**config.mk**
```make
export PLATFORM = sky130hd
export DESIGN_NAME = ctrl_pulse_sync_mc
export DESIGN_NICKNAME = d
export VERILOG_FILES = /design/src/rtl/ctrl_pulse_sync_mc.sv
export SDC_FILE = /design/constraint.sdc
export NUM_CORES = 1
export LEC_CHECK = 0
export CAP_MARGIN = 15
export CORE_ASPECT_RATIO = 1.4
export CORE_MARGIN = 2
export CORE_UTILIZATION = 49
export CTS_BUF_LIST = sky130_fd_sc_hd__clkbuf_8
export DETAILED_ROUTE_END_ITERATION = 12
export PLACE_DENSITY = 0.78
export SYNTH_ARGS = -nofsm -noshare
export SYNTH_HDL_FRONTEND = slang
export SYNTH_SLANG_ARGS = --single-unit
export TNS_END_PERCENT = 10
```
**constraint.sdc**
```tcl
create_clock -name clk -period 1.5 [get_ports clk]
set_input_delay 0.15 -clock clk [delete_from_list [all_inputs] [get_ports clk]]
set_output_delay 0.15 -clock clk [all_outputs]
set_load 0.1 [all_outputs]
```
**src/rtl/ctrl_pulse_sync_mc.sv**
```systemverilog
// ctrl_pulse_sync_mc: per-channel pulse queue delivering tick-aligned, gap-separated pulses to sample_tick logic
module ctrl_pulse_sync_mc #(
  parameter int NUM_CH = 4,
  parameter int HOLD_TICKS = 2,
  parameter int MAX_PEND = 3,
  localparam int PW = $clog2(MAX_PEND + 1)
) (
  input  logic                 clk,
  input  logic                 rst,
  input  logic                 sample_tick,
  input  logic [NUM_CH-1:0]    pulse_in,
  input  logic [NUM_CH-1:0]    clr_overflow,
  output logic [NUM_CH-1:0]    pulse_out,
  output logic [NUM_CH-1:0]    busy,
  output logic [NUM_CH-1:0]    overflow,
  output logic [NUM_CH*PW-1:0] pend_cnt
);
  localparam int HW = HOLD_TICKS > 1 ? $clog2(HOLD_TICKS) : 1;
  localparam logic [PW-1:0] PMAX = PW'(MAX_PEND);
  localparam logic [HW-1:0] HINIT = HW'(HOLD_TICKS - 1);
  typedef enum logic [1:0] {IDLE, ARMED, HOLD, GAP} state_t;
  for (genvar c = 0; c < NUM_CH; c++) begin : g_ch
    state_t state;
    logic [PW-1:0] pend;
    logic [HW-1:0] hold_cnt;
    logic prev, po, ovf, evt, deq;
    always_comb begin
      evt = pulse_in[c] & ~prev;
      deq = state == IDLE && pend != '0;
    end
    // a simultaneous event and dequeue cancel, so a full queue cannot overflow that cycle
    always_ff @(posedge clk)
      if (rst) begin
        state <= IDLE;
        pend <= '0;
        hold_cnt <= '0;
        prev <= 1'b0;
        po <= 1'b0;
        ovf <= 1'b0;
      end else begin
        prev <= pulse_in[c];
        pend <= (evt && !deq && pend != PMAX) ? pend + 1'b1 : (!evt && deq) ? pend - 1'b1 : pend;
        ovf <= (evt && !deq && pend == PMAX) ? 1'b1 : clr_overflow[c] ? 1'b0 : ovf;
        case (state)
          IDLE: if (deq) state <= ARMED;
          ARMED:
            if (sample_tick) begin
              state <= HOLD;
              po <= 1'b1;
              hold_cnt <= HINIT;
            end
          HOLD:
            if (sample_tick) begin
              if (hold_cnt == '0) begin
                state <= GAP;
                po <= 1'b0;
              end else hold_cnt <= hold_cnt - 1'b1;
            end
          GAP: if (sample_tick) state <= IDLE;
        endcase
      end
    assign pulse_out[c] = po;
    assign overflow[c] = ovf;
    assign busy[c] = state != IDLE || pend != '0;
    assign pend_cnt[c*PW +: PW] = pend;
  end
endmodule

```
Word level (Yosys, flattened, before mapping)
Index checks and enable logic that the tools add are counted.
- add/sub/neg operators: 12
- equality and inequality tests: 40
- mux-type cells: 59
- bitwise operators: 8
- reduce and logical (&&, ||, !) cells: 68
- operators by type and width (cell ; number):
    $ne 2x2->1 const B ; 24
    $mux 2 ; 22
    $reduce_bool 2->1 ; 20
    $pmux 2 s4 ; 4
    $mux 1 ; 25
    $eq 2x2->1 const B ; 12
    $logic_and 1x1->1 ; 20
    $reduce_and 5->1 ; 4
    $pmux 1 s2 ; 8
    $reduce_and 4->1 ; 4
    $reduce_and 3->1 ; 4
    $add 2x1->2 const B ; 4
    $eq 2x1->1 const B ; 4
    $logic_not 1->1 ; 8
    $logic_not 2->1 ; 4
    $sub 2x1->2 const B ; 4
    $and 1x1->1 ; 4
    $logic_or 1x1->1 ; 4
    $not 1->1 ; 4
    $sub 1x1->1 const B ; 4
- register bits: 32
- output and inout bits: 20
- logic and storage cells: 211

Logic depth before layout (Yosys ltp)
- word-level depth: 6
- gate-level depth with buffers: 6
- mapped depth without buffers: 5

Worst setup path after synthesis
No wires, ideal clock.
- path type: register to register
- start: register g_ch[1].pend[0]
- end: register g_ch[1].state[1]
- setup time: 0.072 ns
- data arrival time: 2.278 ns
- path slack: -0.849 ns
- cell stages (with the launch flop): 4
- path buffers: 0
- period minus slack after synthesis: 2.349 ns
- cells stage by stage: dfxtp_1 or3b_1 o211a_1 mux2i_1
- longest elaborated chain between the ends: 4
- ends and longest elaborated chain (element ; RTL line ; source):
    start: declaration ; 24 ; logic [PW-1:0] pend;
    start signal: assignment ; 42 ; pend <= (evt && !deq && pend != PMAX) ? pend + 1'b1 : (!evt && deq) ? pend - 1'b1 : pend;
    $reduce_bool 2->1 ; 29 ; deq = state == IDLE && pend != '0;
    $logic_and 1x1->1 ; 29 ;
    $ne 2x2->1 (no line) ; - ;
    $reduce_and 5->1 (no line) ; - ;
    end signal: assignment ; 34 ; state <= IDLE;
    end signal: assignment ; 45 ; IDLE: if (deq) state <= ARMED;
    end signal: assignment ; 48 ; state <= HOLD;
    end: declaration ; 23 ; state_t state;
Every way passes these cells.
A chain may end at the register's enable or synchronous reset.

Final worst setup path
- start: register g_ch[2].state[0]
- end: register g_ch[2].state[1]
- longest elaborated chain between the ends: 4
- ends and longest elaborated chain (element ; RTL line):
    start: declaration ; 23
    start signal: assignment ; 34
    start signal: assignment ; 45
    start signal: assignment ; 48
    $logic_not 2->1 ; 29, 44
    $logic_and 1x1->1 ; 29
    $ne 2x2->1 (no line) ; -
    $reduce_and 5->1 (no line) ; -
Parallel ways exist; a longest one is shown, timed or not.

==> results_tabular.tex <==
\begin{tabular}{lr}
\hline
Metric & Value \\
\hline
\multicolumn{2}{l}{\textbf{CTS}} \\
Maximum level of the CTS H-tree & 2 \\
Clock Tree Root & sky130\_fd\_sc\_hd\_\_clkbuf\_8 \\
Worst skew pair latency & 0.28 ns \\
Number of hold buffers added after CTS & 0 \\
Number of sinks handled by clock tree synthesis & 32 \\
Clock transition at path regs & 0.07 ns \\
Maximum count of clock buffers along a single path & 2 \\
TritonCTS clock tree & yes \\
Total CTS buffers & 5 \\
\multicolumn{2}{l}{\textbf{Logic synthesis}} \\
Number of enable-type register cells in the synthesized netlist & 0 \\
Share of Yosys cell area claimed by the top area cell type & 0.369 \\
Biggest area consumer among synthesized cells & sky130\_fd\_sc\_hd\_\_dfxtp\_1 \\
Prevailing post-synth register cell & sky130\_fd\_sc\_hd\_\_dfxtp\_1 \\
Mapped Cells & between 150 and 200 \\
Fraction of synthesis flops using an asynchronous set or reset pin & 0 \\
Summed instance area of the synthesized netlist & 0.00174 mm² \\
Sequential area share after synthesis & 0.369 \\
Mapped Nets & approximately 220 \\
Number of synthesized register bits & 32 \\
Mapped Avg Cell Area & just under 9 µm² \\
Commonest cells in the netlist & 32 x sky130\_fd\_sc\_hd\_\_dfxtp\_1, 20 x sky130\_fd\_sc\_hd\_\_nand2\_1, 17 x sky130\_fd\_sc\_hd\_\_inv\_1, 16 x sky130\_fd\_sc\_hd\_\_a21oi\_1, 16 x sky130\_fd\_sc\_hd\_\_ha\_1 \\
Count leader, synth & sky130\_fd\_sc\_hd\_\_dfxtp\_1 \\
Ys Warns & 0 \\
Top cells by area in the synthesized netlist & sky130\_fd\_sc\_hd\_\_dfxtp\_1 37\%, sky130\_fd\_sc\_hd\_\_ha\_1 12\%, sky130\_fd\_sc\_hd\_\_a21oi\_1 4.6\% \\
Count of different cell masters after synthesis & 33 \\
\multicolumn{2}{l}{\textbf{Die}} \\
Placement Rows & 25 \\
Boundary Pins & 31 \\
Die Height & about 74 µm \\
Floorplan die area & roughly 0.0040 mm² \\
Die width & 54.3 µm \\
Initial standard-cell utilization of the core & 0.514 \\
Core region area & around 0.0034 mm² \\
\multicolumn{2}{l}{\textbf{Routing}} \\
Number of DRC violations after detailed-routing iteration 0 & 39 \\
Via count & around 1600 \\
Average via count per standard cell & 5.61 \\
Post-route DRC & 0 \\
Post-route antenna net violation count & 0 \\
Initial DRT Pass Iterations & 4 \\
Sum of routed wire length over all layers & approximately 4300 µm \\
WL/cell & $\sim$15 µm \\
\multicolumn{2}{l}{\textbf{Final layout}} \\
Area growth from synthesis to layout & 55.7\% \\
Share of layout cells above drive strength 1 & 0.389 \\
Non-filler cells in the finished layout & $\sim$290 \\
Filler instances & slightly below 200 \\
Count of nets after finishing & 273 \\
Antenna Cells & 0 \\
Final instance area & between 0.002 and 0.003 mm² \\
End-of-flow core utilization & 0.801 \\
\multicolumn{2}{l}{\textbf{Global route}} \\
Vias in the first global route & 1543 \\
Largest net degree at the start of global routing & 25 \\
Global-route usage over all layers & 0.224 \\
Initial antenna violation count & 0 \\
First-pass GRT wire length & 6560 µm \\
Leftover overflow at the end of global routing & 0 \\
\multicolumn{2}{l}{\textbf{Critical path}} \\
Required time at the endpoint of the critical path & around 1.7 ns \\
Class of the most critical setup path & reg2reg \\
Critical path peak fanout & 4 \\
Peak per-stage delay on the critical path & $\sim$0.40 ns \\
Cells traversed along the worst timing path & inv\_4 > ha\_4 > or3\_1 > a222oi\_1 > buf\_4 > mux2i\_1 \\
CP max-delay cell & sky130\_fd\_sc\_hd\_\_dfxtp\_4 \\
Register-to-Register Path Depth & 6 \\
Capturing element type of the critical path & register \\
Arrival time at the worst endpoint & $\sim$1.9 ns \\
Category of the worst setup path launch point & register \\
\multicolumn{2}{l}{\textbf{Min path}} \\
Number of cells traversed by the worst hold path & 4 \\
Path class of the lowest-slack min-delay path & in2reg \\
\multicolumn{2}{l}{\textbf{Timing}} \\
Post-Route Skew & 0.00578 ns \\
Worst-case headroom to the max-slew limit & 0.793 \\
Number of hold-slack violations in the final timing report & 0 \\
Finish-stage setup viols & 8 \\
Final slew viol count & 0 \\
Post-route fraction of the period consumed by the critical path & 1.09 \\
Time the final worst path needs with I/O delays and setup & between 1.5 and 2 ns \\
Peak Freq & 610 MHz \\
RSZ-0062 raised after global routing & yes \\
Pin slew with the least headroom to its limit & $\sim$0.31 ns \\
Minimum setup slack in the final design & -0.139 ns \\
Total Negative Setup Slacks & -0.800 ns \\
\multicolumn{2}{l}{\textbf{Outcome}} \\
Status & complete, but fails checks \\
Violations in the final reports & negative setup slack \\
\multicolumn{2}{l}{\textbf{Placed design}} \\
Minimum setup slack after placement & -0.160 ns \\
HPWL reported at the end of detailed placement & 2680 µm \\
Global placement routability congestion & $\sim$0.76 \\
Instance count after placement with tap cells included & around 270 \\
IO buf count & 30 \\
Cell area reported after detailed placement & about 0.0024 mm² \\
\multicolumn{2}{l}{\textbf{Pwr}} \\
Leakage & 1.12 nW \\
Power density of the placed cells & approximately 2100 mW/mm² \\
Maximum resistive drop on vdd & around 1.9 mV \\
\multicolumn{2}{l}{\textbf{Job}} \\
Max\_cap viols & 0 \\
\hline
\end{tabular}
state kept, by name (all words and copies together) (netlist names):
| signal | flops |
|---|---|
| g_ch.ovf | 4 |
| g_ch.hold_cnt | 4 |
| g_ch.po | 4 |
| g_ch.state | 8 |
| g_ch.pend | 8 |
| g_ch.prev | 4 |
report_power, final:
group,switching [mW],leakage (nW),internal [mW]
sequential,0.237,0.270,1.06
clock,0.325,0.0593,0.486
combinational,1.97,0.794,1.53
total,2.54,1.12,3.07
cell type report:
| cell class | count | area (µm²) | area share |
|---|---|---|---|
| multi-input combinational | 133 | 1080 | 0.400 |
| timing repair buffer | 56 | 723 | 0.267 |
| sequential | 32 | 671 | 0.248 |
| inverter | 18 | 72.6 | 0.0268 |
| clock buffer | 5 | 68.8 | 0.0254 |
| tap | 40 | 50.0 | 0.0185 |
| clock inverter | 3 | 38.8 | 0.0143 |
timing repair:
action                                  in CTS  in global routing
resized for setup                           17                 18
endpoints found under the setup margin      13                 16
pin swaps                                    5                  5
buffers inserted                             8                  1
critical path: cells and delay by family, from the launching register on:
family | cells | cell delay [ns]
buffers and inverters | 2 | 0.23
AOI/OAI and AO/OA | 1 | 0.26
muxes | 1 | 0.16
DFF | 1 | 0.40
and+or+nand+nor | 1 | 0.36
adders and majority gates | 1 | 0.15
cell families after synthesis:
| group | synth area share |
|---|---|
| AOI/OAI and AO/OA | 0.204 |
| adders and majority gates | 0.115 |
| xor gates and xnor gates | 0.0151 |
| DFF | 0.369 |
| and+or+nand+nor | 0.163 |
| muxes | 0.0468 |
| buffers and inverters | 0.0871 |
per-layer routing:
layer	track usage	vias up	wire (µm)
met5	0	-	0
met4	0.0861	0	76
met3	0.0562	7	163
met2	0.407	33	2380
met1	0.241	791	1720
li1	-	780	-
metrics by stage:
step	hold WS (ns)	power (mW)
final	0.468	5.61
after global routing	0.486	5.87
after CTS	0.464	5.42
after detailed placement	0.480	4.36
after global placement	0.467	4.27
after floorplan	0.222	3.25
placed cells by master (no fill, tap or decap), drive strengths merged, types with 5 or more instances in the layout:
cell type / n
o21ai: 14
a21oi: 16
clkdlybuf4s50: 10
inv: 19
dfxtp: 32
nor2b: 8
clkbuf: 5
buf: 46
ha: 16
nand2: 20
mux2i: 7
worst paths after layout:
check / startpoint / to / slack (ns)
worst max-delay path: g_ch[2].state[0] / g_ch[2].state[1] / -0.14
worst min-delay path: clr_overflow[2] / g_ch[2].ovf / 0.47
worst max register to register: g_ch[2].state[0] / g_ch[2].state[1] / -0.14
worst min register to register: g_ch[0].state[0] / g_ch[0].state[0] / 0.48
(Power assumes the default switching activity.)
